## config.mk

```make
export PLATFORM = sky130hd
export DESIGN_NAME = step_tick_ctrl_flat
export DESIGN_NICKNAME = d
export VERILOG_FILES = /design/src/rtl/enigma_pkg.sv /design/src/rtl/step_tick_ctrl_if.sv /design/src/rtl/tick_divider.sv /design/src/rtl/step_tick_ctrl.sv /design/src/flat_wrapper.sv
export SDC_FILE = /design/constraint.sdc
export NUM_CORES = 1
export LEC_CHECK = 0
export CAP_MARGIN = 40
export CELL_PAD_IN_SITES_DETAIL_PLACEMENT = 1
export CELL_PAD_IN_SITES_GLOBAL_PLACEMENT = 1
export CORE_MARGIN = 3
export CORE_UTILIZATION = 43
export DETAILED_ROUTE_END_ITERATION = 16
export PLACE_DENSITY_LB_ADDON = 0.1
export SYNTH_ARGS = -nofsm -noshare
export SYNTH_HDL_FRONTEND = slang
export SYNTH_SLANG_ARGS = --single-unit
```

## constraint.sdc

```tcl
create_clock -name clkin -period 4.1 [get_ports clkin]
set_input_delay 0.615 -clock clkin [delete_from_list [all_inputs] [get_ports clkin]]
set_output_delay 0.615 -clock clkin [all_outputs]
set_load 0.05 [all_outputs]
```

## src/rtl/enigma_pkg.sv

```systemverilog
// Shared types and constants for the Enigma rotor-step / display tick scheduler.
package enigma_pkg;

   typedef enum logic [1:0] {
      ST_IDLE  = 2'd0,
      ST_RUN   = 2'd1,
      ST_STEP  = 2'd2,
      ST_BURST = 2'd3
   } state_t;

   localparam int DEFAULT_PERIOD = 5000;

   typedef logic [15:0] tick_count_t;

endpackage

```

## src/rtl/step_tick_ctrl_if.sv

```systemverilog
// Period configuration handshake between a config master and the tick scheduler.
interface step_tick_ctrl_if #(
   parameter int DIV_W = 32
);
   logic [DIV_W-1:0] cfg_period;
   logic             cfg_valid;
   logic             cfg_ready;

   modport master (output cfg_period, output cfg_valid, input cfg_ready);
   modport slave  (input cfg_period, input cfg_valid, output cfg_ready);
endinterface

```

## src/rtl/tick_divider.sv

```systemverilog
// Divide counter: counts 1..period while enabled, strobes tick and toggles clkout on expiry.
module tick_divider #(
   parameter int DIV_W = 32
) (
   input  logic             clkin,
   input  logic             rst,
   input  logic             en,
   input  logic [DIV_W-1:0] period,
   output logic             expire,
   output logic             tick,
   output logic             clkout
);

   logic [DIV_W-1:0] counter_reg;
   logic             tick_reg;
   logic             clkout_reg;

   // Expiry is combinational so the controller can act on the same edge the tick is registered.
   assign expire = en && (counter_reg == period);

   always_ff @(posedge clkin or posedge rst) begin
      if (rst) begin
         counter_reg <= DIV_W'(1);
         tick_reg    <= 1'b0;
         clkout_reg  <= 1'b0;
      end else begin
         tick_reg <= expire;
         if (expire) begin
            counter_reg <= DIV_W'(1);
            clkout_reg  <= ~clkout_reg;
         end else if (en) begin
            counter_reg <= counter_reg + DIV_W'(1);
         end else begin
            counter_reg <= DIV_W'(1);
         end
      end
   end

   assign tick   = tick_reg;
   assign clkout = clkout_reg;

endmodule

```

## src/rtl/step_tick_ctrl.sv

```systemverilog
// Tick scheduler top: sequencing FSM, shadowed period config and burst counter.
// Optional tick counter enabled by defining STEP_TICK_CTRL_TICK_COUNT_EN.
module step_tick_ctrl #(
   parameter int DIV_W          = 32,
   parameter int DEFAULT_PERIOD = enigma_pkg::DEFAULT_PERIOD,
   parameter int BURST_W        = 8
) (
   input  logic                  clkin,
   input  logic                  rst,
   step_tick_ctrl_if.slave       cfg,
   input  logic                  run,
   input  logic                  step_req,
   input  logic                  burst_start,
   input  logic [BURST_W-1:0]    burst_len,
   output logic                  busy,
   output logic                  tick,
   output logic                  clkout,
   output enigma_pkg::tick_count_t tick_count
);
   import enigma_pkg::*;

   state_t             state_reg, state_next;
   logic [BURST_W-1:0] remaining_reg, remaining_next;
   logic [DIV_W-1:0]   period_reg;
   logic [DIV_W-1:0]   shadow_reg;
   logic               pending_reg;
   logic [DIV_W-1:0]   cfg_clamped;
   logic               cfg_accept;
   logic               expire;

   assign busy          = (state_reg != ST_IDLE);
   assign cfg.cfg_ready = ~pending_reg;
   assign cfg_accept    = cfg.cfg_valid && ~pending_reg;
   assign cfg_clamped   = (cfg.cfg_period == '0) ? DIV_W'(1) : cfg.cfg_period;

   tick_divider #(.DIV_W(DIV_W)) u_div (
      .clkin  (clkin),
      .rst    (rst),
      .en     (busy),
      .period (period_reg),
      .expire (expire),
      .tick   (tick),
      .clkout (clkout)
   );

   always_ff @(posedge clkin or posedge rst) begin
      if (rst) begin
         state_reg     <= ST_IDLE;
         remaining_reg <= '0;
      end else begin
         state_reg     <= state_next;
         remaining_reg <= remaining_next;
      end
   end

   always_comb begin
      state_next     = state_reg;
      remaining_next = remaining_reg;
      case (state_reg)
         ST_IDLE: begin
            if (run) begin
               state_next = ST_RUN;
            end else if (burst_start && (burst_len != '0)) begin
               state_next     = ST_BURST;
               remaining_next = burst_len;
            end else if (step_req) begin
               state_next = ST_STEP;
            end
         end
         // Run is only sampled on a tick so the running period always completes.
         ST_RUN: begin
            if (expire && !run) state_next = ST_IDLE;
         end
         ST_STEP: begin
            if (expire) state_next = ST_IDLE;
         end
         ST_BURST: begin
            if (expire) begin
               remaining_next = remaining_reg - BURST_W'(1);
               if (remaining_reg == BURST_W'(1)) state_next = ST_IDLE;
            end
         end
         default: state_next = ST_IDLE;
      endcase
   end

   // A pending shadow blocks new requests, so accept and apply never coincide.
   always_ff @(posedge clkin or posedge rst) begin
      if (rst) begin
         period_reg  <= DIV_W'(DEFAULT_PERIOD);
         shadow_reg  <= DIV_W'(DEFAULT_PERIOD);
         pending_reg <= 1'b0;
      end else if (cfg_accept) begin
         if (state_reg == ST_IDLE) begin
            period_reg <= cfg_clamped;
         end else begin
            shadow_reg  <= cfg_clamped;
            pending_reg <= 1'b1;
         end
      end else if (expire && pending_reg) begin
         period_reg  <= shadow_reg;
         pending_reg <= 1'b0;
      end
   end

`ifdef STEP_TICK_CTRL_TICK_COUNT_EN
   tick_count_t tick_count_reg;

   always_ff @(posedge clkin or posedge rst) begin
      if (rst) begin
         tick_count_reg <= '0;
      end else if (expire) begin
         tick_count_reg <= tick_count_reg + 16'd1;
      end
   end

   assign tick_count = tick_count_reg;
`else
   assign tick_count = '0;
`endif

endmodule

```

## src/flat_wrapper.sv

```systemverilog
// flat-port wrapper written by rule: the top's interface ports become plain ports
module step_tick_ctrl_flat import enigma_pkg::*;
#(
   parameter int DIV_W          = 32,
   parameter int DEFAULT_PERIOD = enigma_pkg::DEFAULT_PERIOD,
   parameter int BURST_W        = 8
)
  (clkin, rst, run, step_req, burst_start, burst_len, busy, tick, clkout, tick_count, cfg_cfg_period, cfg_cfg_valid, cfg_cfg_ready);
  step_tick_ctrl_if #(.DIV_W(DIV_W)) cfg_i ();
  input  logic clkin;
  input  logic rst;
  input  logic run;
  input  logic step_req;
  input  logic burst_start;
  input  logic [BURST_W-1:0] burst_len;
  output logic busy;
  output logic tick;
  output logic clkout;
  output enigma_pkg::tick_count_t tick_count;
  input wire logic [$bits(cfg_i.cfg_period)-1:0] cfg_cfg_period;
  input wire logic [$bits(cfg_i.cfg_valid)-1:0] cfg_cfg_valid;
  output wire logic [$bits(cfg_i.cfg_ready)-1:0] cfg_cfg_ready;
  assign cfg_i.cfg_period = cfg_cfg_period;
  assign cfg_i.cfg_valid = cfg_cfg_valid;
  assign cfg_cfg_ready = cfg_i.cfg_ready;
  step_tick_ctrl #(.DIV_W(DIV_W), .DEFAULT_PERIOD(DEFAULT_PERIOD), .BURST_W(BURST_W)) u_core (.clkin(clkin), .rst(rst), .cfg(cfg_i), .run(run), .step_req(step_req), .burst_start(burst_start), .burst_len(burst_len), .busy(busy), .tick(tick), .clkout(clkout), .tick_count(tick_count));
endmodule
```

==> flow_summary.json <==
{
  "status": "finished, final reports clean",
  "worstPathArrival_ns": 3.23,
  "cts_setup_buffers": 0,
  "finClkSkew_ns": 0.007534,
  "post-dp-hpwl_um": 10210,
  "end_kind": "flop",
  "start_kind": "flop",
  "crit_required_ns": 4.34,
  "final_area_um2": 6390,
  "ys.flop_type": "dfrtp_1",
  "drc": 0,
  "cp_max_fo": 32,
  "ys_seq_elements": 109,
  "ir_worst_vdd_uv": 350.3,
  "cts_buffers": 9,
  "synth_cells": 500,
  "p_leak_nw": 2.744,
  "grt_pass1_wl_um": 22960,
  "vias": 3976,
  "ctsResizeCount": 0,
  "clk_latency_ns": 0.35,
  "drt_iter0_markers": 192,
  "fin_ws_ns": 1.114,
  "rsz0062_at_grt": "false",
  "report.final.slew_viol_count": 0,
  "power_density_nw_per_um2": 539.9,
  "fin_setup_tns_ns": 0,
  "dr.pass1.iters": 4,
  "h-tree-depth": 3,
  "yosys.area.top_type": "dfrtp_1",
  "async_flop_share_pct": 100.0,
  "gp_congestion": 0.8388,
  "maxSlewHeadroom_pct": 41.56,
  "fin_crit_sh_pct": 72.82,
  "wire_per_inst_um": 19.75,
  "finalWirelength_um": 14120,
  "num_io_pins": 66,
  "start_util_pct": 44.99,
  "cts_hold_buf": 0,
  "clock_sinks": 109,
  "rows": 40,
  "yosys_warnings": 0,
  "finalHoldViolations": 0,
  "io_buffers": 49,
  "grt_pass1_vias": 4093,
  "synth_area_leaders": "dfrtp_1, xor2_1, mux2_2",
  "grt_max_degree": 62,
  "die_w_um": 119.3,
  "layout-area-overhead-vs-synth_pct": 15.83,
  "pre_cts_slack_ns": 1.160,
  "viasPerCell": 5.561,
  "drive_above_1_share_pct": 14.26,
  "yosysSeqAreaShare_pct": 49.69,
  "core_area_um2": 12260,
  "yosysUniqueCellTypes": 46,
  "die_y_um": 119.3,
  "setup.worst_path.class": "flop to flop",
  "grt_overflow": 0,
  "grt_use_total_pct": 20.47,
  "period_needed_ns": 2.986,
  "drtAntennaViolNets": 0,
  "synth_top_area_share_pct": 44.45,
  "diodes": 0,
  "antenna_found_initial": 0,
  "cts_max_path_buffers": 2,
  "avgSynthCellArea_um2": 11.03,
  "dieArea_um2": 14220,
  "num-nets-final": 591,
  "syn_area_um2": 5517,
  "cap_violations": 0,
  "synth_edf_count": 0,
  "clock-root-buffer": "clkbuf_16",
  "cts_tree": "yes",
  "min_path_type": "flop to flop",
  "placed_area_um2": 6107,
  "setup_viol": 0,
  "tightest_slew_ns": 0.8733,
  "clk_pin_slew_worst_paths_ns": 0.07,
  "timing.fmax_mhz": 334.9
}
[synthesized netlist by cell type (all sizes together), types with 2 or more instances]
master / number
dfrtp: 98
xor2: 53
nor2: 44
mux2: 35
or3: 34
o221a: 31
buf: 27
nand2: 23
nor4: 18
nand3: 16
clkbuf: 14
nand4: 13
dfstp: 11
xnor2: 10
and3: 9
nor3: 8
inv: 7
o21ai: 7
and2: 6
and4: 5
a22oi: 3
ha: 3
a211oi: 2
a21boi: 2
a21oi: 2
nand3b: 2
nor3b: 2
[final timing paths]
check / startpoint / endpoint / slack [ns] / cells past startpoint
worst max-delay path: u_core.u_div.counter_reg[30] / u_core.period_reg[0] / 1.11 / 7
worst min-delay path: u_core.u_div.counter_reg[0] / u_core.u_div.counter_reg[0] / 0.48 / 1
worst max register to register: u_core.u_div.counter_reg[30] / u_core.period_reg[0] / 1.11 / 7
worst min register to register: u_core.u_div.counter_reg[0] / u_core.u_div.counter_reg[0] / 0.48 / 1
max in group asynchronous: rst / u_core.period_reg[3] / 2.61 / 3
min in group asynchronous: rst / u_core.shadow_reg[15] / 0.69 / 2
[power breakdown]
part | total [W] | switching, W | leakage (nW) | internal (W)
Sequential | 0.00171 | 0.000285 | 1.36 | 0.00143
Clock | 0.000843 | 0.000410 | 0.139 | 0.000433
Combinational | 0.000894 | 0.000432 | 1.24 | 0.000462
[per-stage QoR]
| step | std cells | total power, W | util (%) | hold WS [ns] |
|---|---|---|---|---|
| 4_1_cts | 715 | 0.003492 | 52.11 | 0.4809 |
| 3_5_place_dp | 699 | 0.002634 | 49.81 | 0.4632 |
| 3_3_place_gp | 698 | 0.002588 | 49.77 | 0.4530 |
| 2_1_floorplan | 515 | 0.002313 | - | 0.4417 |
| 6_report | 715 | 0.003450 | 52.11 | 0.4751 |
| 5_1_grt | 715 | 0.003661 | 52.11 | 0.5032 |
[worst max-delay path, cell delays in order (launching register included)]
cell     delay, ns
dfrtp_1       0.45
xor2_1        0.19
nor4_1        0.39
nand4_1       0.23
or4_1         0.55
buf_4         0.27
o21ai_4       0.36
mux2_2        0.41
[metal layers]
layer / global-route usage [%] / vias to the layer above / wire length [um]
li1: - / 1862 / -
met1: 29.95 / 2040 / 7105
met2: 31.19 / 64 / 6394
met3: 4.843 / 10 / 512
met4: 3.838 / 0 / 106
met5: 0 / - / 0
[cell usage in the layout, fill, tap and decap left out, types with 3 or more instances in the layout]
cell | synthesis | routed
or3_1 | 34 | 34
dfstp_2 | 11 | 11
and2_1 | 6 | 6
nand3_1 | 16 | 16
nor3_1 | 8 | 7
conb_1 | 1 | 16
dfrtp_1 | 98 | 98
xor2_1 | 53 | 53
inv_1 | 7 | 6
clkdlybuf4s50_1 | 0 | 49
and3_1 | 9 | 9
nor2_1 | 44 | 43
buf_4 | 16 | 6
a22oi_1 | 3 | 3
and4_1 | 5 | 5
nor4_1 | 18 | 18
o221a_1 | 30 | 30
clkbuf_16 | 0 | 9
nand4_1 | 13 | 13
o21ai_0 | 6 | 6
nand2_1 | 23 | 23
ha_1 | 3 | 3
mux2_2 | 35 | 35
xnor2_1 | 10 | 10
[logic make-up after synthesis]
logic type,count (synthesis),synth area share (%)
and+or+nand+nor,186,18.01
adders and majority gates,3,0.6805
AOI/OAI and AO/OA,55,9.458
buffers and inverters,48,4.945
muxes,35,7.145
other,1,0.06798
DFF,109,49.69
xor gates and xnor gates,63,10.00
[layout make-up]
type / count / area [um^2]
fillers: 1333 / 5872
flip-flops and latches: 109 / 2741
multi-input cells: 358 / 2566
repair buffers: 57 / 560.5
clock buffers: 10 / 239.0
well taps: 168 / 210.2
clock inverters: 6 / 43.79
inverters: 7 / 28.78
Power figures use the tool's default switching activity.
